## src/rtl/dram_emu_pkg.sv

```systemverilog
// Shared types and constants for the DRAM array emulator: FSM states, lane width, defaults.
package dram_emu_pkg;
  localparam int LANES        = 16;
  localparam int DEF_ADDR_W   = 4;
  localparam int DEF_READ_LAT = 2;

  typedef enum logic [1:0] {
    IDLE    = 2'd0,
    ADDR    = 2'd1,
    ARMED   = 2'd2,
    RD_WAIT = 2'd3
  } state_e;
endpackage

```

## src/rtl/dram_array_emu_if.sv

```systemverilog
// Pin-level bundle of the emulated DRAM macro; the controller drives master, the emulator is slave.
interface dram_array_emu_if;
  import dram_emu_pkg::*;

  logic             ADDIN_1v8;
  logic             ADVLD_1v8;
  logic [LANES-1:0] DIN_1v8;
  logic             DVLD_1v8;
  logic             WRIEN_1v8;
  logic             RDEN_1v8;
  logic             DMX2_1v8;
  logic [LANES-1:0] ROUT_1v8;
  logic             ROUT_VLD;
  logic             BSY;

  modport master (
    output ADDIN_1v8, ADVLD_1v8, DIN_1v8, DVLD_1v8, WRIEN_1v8, RDEN_1v8, DMX2_1v8,
    input  ROUT_1v8, ROUT_VLD, BSY
  );

  modport slave (
    input  ADDIN_1v8, ADVLD_1v8, DIN_1v8, DVLD_1v8, WRIEN_1v8, RDEN_1v8, DMX2_1v8,
    output ROUT_1v8, ROUT_VLD, BSY
  );
endinterface

```

## src/rtl/dram_emu_rowbank.sv

```systemverilog
// ROWS x 16 register file: one synchronous write port, two combinational read ports, async clear.
module dram_emu_rowbank
  import dram_emu_pkg::*;
#(
  parameter int ROWS   = 16,
  parameter int ADDR_W = DEF_ADDR_W
) (
  input  logic              clk,
  input  logic              rst_n,
  input  logic              we,
  input  logic [ADDR_W-1:0] waddr,
  input  logic [LANES-1:0]  wdata,
  input  logic [ADDR_W-1:0] raddr_a,
  input  logic [ADDR_W-1:0] raddr_b,
  output logic [LANES-1:0]  rdata_a,
  output logic [LANES-1:0]  rdata_b
);
  logic [LANES-1:0] mem [ROWS];

  always_ff @(posedge clk or negedge rst_n) begin
    if (!rst_n) begin
      for (int i = 0; i < ROWS; i++) mem[i] <= '0;
    end else if (we) begin
      mem[waddr] <= wdata;
    end
  end

  assign rdata_a = mem[raddr_a];
  assign rdata_b = mem[raddr_b];
endmodule

```

## src/rtl/dram_array_emu.sv

```systemverilog
// DRAM array emulator: serial row address, single-row write, fixed-latency read.
// Define CIM_XOR_EN to enable the in-array XOR read (row[a] ^ row[a^1]) selected by DMX2_1v8.
//
// state   | meaning
// IDLE    | waiting for the first address bit
// ADDR    | shifting serial address bits, MSB first
// ARMED   | row address latched, waiting for write or read
// RD_WAIT | read in flight, inputs ignored, BSY high
module dram_array_emu
  import dram_emu_pkg::*;
#(
  parameter int ROWS     = 16,
  parameter int ADDR_W   = DEF_ADDR_W,
  parameter int READ_LAT = DEF_READ_LAT
) (
  input  logic             CLK,
  input  logic             RSTn,
  dram_array_emu_if.slave  bus
);
  localparam int CNT_W = $clog2(ADDR_W + 1);

  state_e            state_q;
  logic [ADDR_W-1:0] shift_q, addr_q, shift_nxt;
  logic [CNT_W-1:0]  bits_left_q;
  logic [2:0]        lat_q;
  logic              dmx_q;
  logic [LANES-1:0]  rout_q, row_a, row_b, result;
  logic              vld_q, bsy_q, wr_en;

  assign shift_nxt = ADDR_W'({shift_q, bus.ADDIN_1v8});
  assign wr_en     = (state_q == ARMED) && bus.WRIEN_1v8 && bus.DVLD_1v8;

  dram_emu_rowbank #(.ROWS(ROWS), .ADDR_W(ADDR_W)) u_rowbank (
    .clk     (CLK),
    .rst_n   (RSTn),
    .we      (wr_en),
    .waddr   (addr_q),
    .wdata   (bus.DIN_1v8),
    .raddr_a (addr_q),
    .raddr_b (addr_q ^ ADDR_W'(1)),
    .rdata_a (row_a),
    .rdata_b (row_b)
  );

`ifdef CIM_XOR_EN
  assign result = dmx_q ? (row_a ^ row_b) : row_a;
`else
  logic unused_dmx;
  assign unused_dmx = dmx_q ^ (|row_b);
  assign result     = row_a;
`endif

  always_ff @(posedge CLK or negedge RSTn) begin
    if (!RSTn) begin
      state_q     <= IDLE;
      shift_q     <= '0;
      addr_q      <= '0;
      bits_left_q <= '0;
      lat_q       <= '0;
      dmx_q       <= 1'b0;
      rout_q      <= '0;
      vld_q       <= 1'b0;
      bsy_q       <= 1'b0;
    end else begin
      vld_q <= 1'b0;
      case (state_q)
        IDLE, ARMED: begin
          // In ARMED a write beats a read, and either beats a new address.
          if (wr_en) begin
            state_q <= IDLE;
          end else if (state_q == ARMED && bus.RDEN_1v8) begin
            dmx_q   <= bus.DMX2_1v8;
            lat_q   <= 3'(READ_LAT - 1);
            bsy_q   <= 1'b1;
            state_q <= RD_WAIT;
          end else if (bus.ADVLD_1v8) begin
            shift_q     <= shift_nxt;
            bits_left_q <= CNT_W'(ADDR_W - 1);
            if (ADDR_W == 1) begin
              addr_q  <= shift_nxt;
              state_q <= ARMED;
            end else begin
              state_q <= ADDR;
            end
          end
        end
        ADDR: begin
          if (!bus.ADVLD_1v8) begin
            bits_left_q <= '0;
            state_q     <= IDLE;
          end else begin
            shift_q <= shift_nxt;
            if (bits_left_q == CNT_W'(1)) begin
              addr_q      <= shift_nxt;
              bits_left_q <= '0;
              state_q     <= ARMED;
            end else begin
              bits_left_q <= bits_left_q - 1'b1;
            end
          end
        end
        RD_WAIT: begin
          if (lat_q == 3'd0) begin
            rout_q  <= result;
            vld_q   <= 1'b1;
            bsy_q   <= 1'b0;
            state_q <= IDLE;
          end else begin
            lat_q <= lat_q - 1'b1;
          end
        end
        default: state_q <= IDLE;
      endcase
    end
  end

  assign bus.ROUT_1v8 = rout_q;
  assign bus.ROUT_VLD = vld_q;
  assign bus.BSY      = bsy_q;
endmodule
```

## src/flat_wrapper.sv

```systemverilog
// flat-port wrapper written by rule: the top's interface ports become plain ports
module dram_array_emu_flat import dram_emu_pkg::*;
#(
  parameter int ROWS     = 16,
  parameter int ADDR_W   = DEF_ADDR_W,
  parameter int READ_LAT = DEF_READ_LAT
)
  (CLK, RSTn, bus_ADDIN_1v8, bus_ADVLD_1v8, bus_DIN_1v8, bus_DVLD_1v8, bus_WRIEN_1v8, bus_RDEN_1v8, bus_DMX2_1v8, bus_ROUT_1v8, bus_ROUT_VLD, bus_BSY);
  dram_array_emu_if bus_i ();
  input  logic CLK;
  input  logic RSTn;
  input wire logic [$bits(bus_i.ADDIN_1v8)-1:0] bus_ADDIN_1v8;
  input wire logic [$bits(bus_i.ADVLD_1v8)-1:0] bus_ADVLD_1v8;
  input wire logic [$bits(bus_i.DIN_1v8)-1:0] bus_DIN_1v8;
  input wire logic [$bits(bus_i.DVLD_1v8)-1:0] bus_DVLD_1v8;
  input wire logic [$bits(bus_i.WRIEN_1v8)-1:0] bus_WRIEN_1v8;
  input wire logic [$bits(bus_i.RDEN_1v8)-1:0] bus_RDEN_1v8;
  input wire logic [$bits(bus_i.DMX2_1v8)-1:0] bus_DMX2_1v8;
  output wire logic [$bits(bus_i.ROUT_1v8)-1:0] bus_ROUT_1v8;
  output wire logic [$bits(bus_i.ROUT_VLD)-1:0] bus_ROUT_VLD;
  output wire logic [$bits(bus_i.BSY)-1:0] bus_BSY;
  assign bus_i.ADDIN_1v8 = bus_ADDIN_1v8;
  assign bus_i.ADVLD_1v8 = bus_ADVLD_1v8;
  assign bus_i.DIN_1v8 = bus_DIN_1v8;
  assign bus_i.DVLD_1v8 = bus_DVLD_1v8;
  assign bus_i.WRIEN_1v8 = bus_WRIEN_1v8;
  assign bus_i.RDEN_1v8 = bus_RDEN_1v8;
  assign bus_i.DMX2_1v8 = bus_DMX2_1v8;
  assign bus_ROUT_1v8 = bus_i.ROUT_1v8;
  assign bus_ROUT_VLD = bus_i.ROUT_VLD;
  assign bus_BSY = bus_i.BSY;
  dram_array_emu #(.ROWS(ROWS), .ADDR_W(ADDR_W), .READ_LAT(READ_LAT)) u_core (.CLK(CLK), .RSTn(RSTn), .bus(bus_i));
endmodule
```

## config.mk

```make
export PLATFORM = sky130hd
export DESIGN_NAME = dram_array_emu_flat
export DESIGN_NICKNAME = d
export VERILOG_FILES = /design/src/rtl/dram_emu_pkg.sv /design/src/rtl/dram_array_emu_if.sv /design/src/rtl/dram_emu_rowbank.sv /design/src/rtl/dram_array_emu.sv /design/src/flat_wrapper.sv
export SDC_FILE = /design/constraint.sdc
export NUM_CORES = 1
export LEC_CHECK = 0
export ABC_AREA = 1
export CAP_MARGIN = 30
export CORE_UTILIZATION = 53
export DETAILED_ROUTE_END_ITERATION = 6
export PLACE_DENSITY = 0.7
export SETUP_SLACK_MARGIN = 0.5
export SLEW_MARGIN = 20
export SYNTH_ARGS = -nofsm -noshare
export SYNTH_HDL_FRONTEND = slang
export SYNTH_SLANG_ARGS = --single-unit
```

## constraint.sdc

```tcl
create_clock -name CLK -period 2.2 [get_ports CLK]
set_input_delay 0.44 -clock CLK [delete_from_list [all_inputs] [get_ports CLK]]
set_output_delay 0.44 -clock CLK [all_outputs]
set_load 0.1 [all_outputs]
```

==> results.txt <==
Status - finished clean
Lkg Pwr - 8.004 nW
TNS Setup - 0 ps
First drt pass iteration count - 7
Yosys reg bits - 289
Total GRT Usage - 28.16%
Initial DRC Count - 1419
Mapped Area - 13260 sq um
Die area - 25650 sq um
M1 GR Usage - 39.66%
Register area share after synthesis - 54.55%
Reg-to-Reg End - u_core.u_rowbank.mem[9]
Worst skew pair latency - 570 ps
Hold crit path type - in -> async
Worst R2R Start - u_core.addr_q[0]
Initial antenna violation count - 0
Most frequent cells in the layout - nand2_1, dfrtp_1, o21ai_1
Residual DRC - 0
Max Clock Freq - 0.5595 GHz
Min Tclk post-route - 1787 ps
Placement row count - 57
Clk sinks - 289
Layout area overhead - 22.11%
Peak VDD IR - 0.001097 V
Worst Skew - 9.318 ps
Final period util - 81.25%
Most common cell after layout, fill and taps aside - nand2_1
Worst Tran Pin Value - 535.5 ps
Power per Cell Area - 1315 nW/um^2
Max-cap violation count - 0
First-pass GRT wire length - 57090 um
Final nets - 1786
Vias per Instance - 5.715
Chip width - 160.2 um
Num CTS Buffers - 31
Post-Route WL - 40130 um
Max FO, Critical Path - 22
Post-synth net total - 1730
GP Congestion - 0.8027
Clock Pin Slew Worst Setup and Hold Paths - 60 ps
Die Height - 160.2 um
H-Tree Depth - 1
Synth cell types - 21
Post-DP HPWL - 20590 um
IO buf count - 40
Worst Reg-to-Reg Cells - 8
Share of post-route cells with drive strength above 1 - 12.89%
Final setup fails - 0
RSZ-0062 raised after global routing - true
Ys Warns - 0
Met3 Use GR - 4.286%
Largest net degree at the start of global routing - 94
Ports - 42
Synth Area per Inst - 7.789 sq um
GR peak layer - met2
Fill cells - 2000
Vias - 12.01k
Routed Antenna Nets - 0
Clock root cell - clkbuf_16
Initial Util - 54.35%
Critical path arrival - 2210 ps
Vias in the first global route - 10.58k
Setup crit end kind - register
Overflow after GRT - 0
Slew headroom - 63.92%
Fin. Hold Viols - 0
Bufs on Longest Clock Path - 3
TritonCTS clock tree - yes
Core area - 24390 sq um
Diodes inserted - 0
GR Util met2 - 44.72%
Cells after Synth - 1702
Worst Setup Path Type - reg -> reg
Hold_ws - 406.3 ps
Reg2Reg Setup Slack - 410 ps
Drt wl/cell - 19.10 um
Final Slew Violations - 0
Startpoint Class - register
Worst Path Required - 2620 ps
worst max-delay path, cell delays in order, from the launching register on:
cell,delay [ps]
dfrtp_4,560
clkinv_8,130
buf_6,140
nor3_4,170
buf_6,180
nand2_2,100
buf_12,170
nand2_1,90
o21ai_1,90
worst max path at each step:
| stage | start | end | slack (ps) | cells past startpoint |
|---|---|---|---|---|
| after floorplan | u_core.lat_q[0] | u_core.bus.ROUT_1v8[2] | 650 | 8 |
| after global placement | bus_WRIEN_1v8 | u_core.u_rowbank.mem[81] | 130 | 9 |
| after detailed placement | bus_WRIEN_1v8 | u_core.u_rowbank.mem[81] | 90 | 9 |
| after CTS | u_core.addr_q[0] | u_core.u_rowbank.mem[91] | 480 | 6 |
| after global routing | u_core.addr_q[0] | u_core.u_rowbank.mem[9] | 400 | 8 |
| final | u_core.addr_q[0] | u_core.u_rowbank.mem[9] | 410 | 8 |
registers in the layout, indices dropped and copies added, names as in the netlist:
name and flops:
u_core.u_rowbank.mem 256, u_core.bus.ROUT_1v8 16, u_core.addr_q 4, u_core.bits_left_q 3
u_core.lat_q 3, u_core.shift_q 3, u_core.state_q 2, u_core.bus.BSY 1
u_core.bus.ROUT_VLD 1
layer usage:
metal  wire (um)  part of all wire (%)  vias to the layer above
met5           0                     0                        -
met4        1459                   3.6                        0
met3        3682                   9.2                      114
met2       18900                    47                      573
met1       16100                    40                     5759
li1            -                     -                     5562
cell type report:
class	instances	area [sq um]	area share, %
Multi-Input combinational cell	1254	5527	34.14
Tap cell	324	405.4	2.504
Sequential cell	289	7241	44.73
Timing Repair inverter	2	25.02	0.1546
Timing Repair Buffer	142	1822	11.25
Clock buffer	43	900.9	5.565
Inverter	38	166.4	1.028
Clock inverter	9	101.3	0.6261
cells by family (layout without fill, tap and decap cells):
| kind of cell | count (synthesis) | in the layout | share of synthesized area [%] |
|---|---|---|---|
| AO/OA/AOI/OAI | 280 | 280 | 10.64 |
| buffers and inverters | 159 | 234 | 5.135 |
| adder cells (fa/ha/maj) | 4 | 4 | 0.3776 |
| flip-flops | 289 | 289 | 54.55 |
| AND/OR/NAND/NOR | 970 | 970 | 29.30 |
power by group:
part / internal, W / total (W) / leakage (nW) / switching, W
logic: 0.00286 / 0.00839 / 3.58 / 0.00552
clock network: 0.00305 / 0.00514 / 0.497 / 0.00209
registers: 0.00684 / 0.00775 / 3.93 / 0.000917
total: 0.0128 / 0.0213 / 8.00 / 0.00853
cells in the mapped netlist, drive strengths merged:
master / instances / area (sq um)
clkbuf: 49 / 183.9
o31ai: 2 / 15.01
buf: 72 / 351.6
nand3: 85 / 425.4
nand4: 20 / 125.1
dfrtp: 289 / 7232
nor2: 62 / 249.0
nand2: 800 / 3035
o21ai: 268 / 1341
ha: 4 / 50.05
nor3: 3 / 48.80
a31oi: 1 / 6.260
o211ai: 1 / 7.510
inv: 38 / 145.1
a21oi: 8 / 40.04
repair_timing:
| action | CTS | global route |
|---|---|---|
| pin swaps | 1 | 23 |
| cloned | 2 | 21 |
| hold buffers | 1 | 0 |
| endpoints found under the hold margin | 49 | 0 |
| resized for setup | 13 | 74 |
| setup buffers | 2 | 16 |
| setup endpoints to repair | 220 | 170 |
per-stage QoR:
stage               util [%]  std cells  worst slack, ps  cell area (sq um)  total power (W)
detailed placement     58.09       2007            87.90              14170          0.01438
finish                 66.37       2101            412.6              16190          0.02128
CTS                    62.81       2064            483.5              15320          0.01986
floorplan                  -       1702            647.3              13260          0.01236
global placement       58.09       2007            133.5              14170          0.01422
global route           66.37       2101            395.9              16190          0.02229
Power figures use the tool's default switching activity.
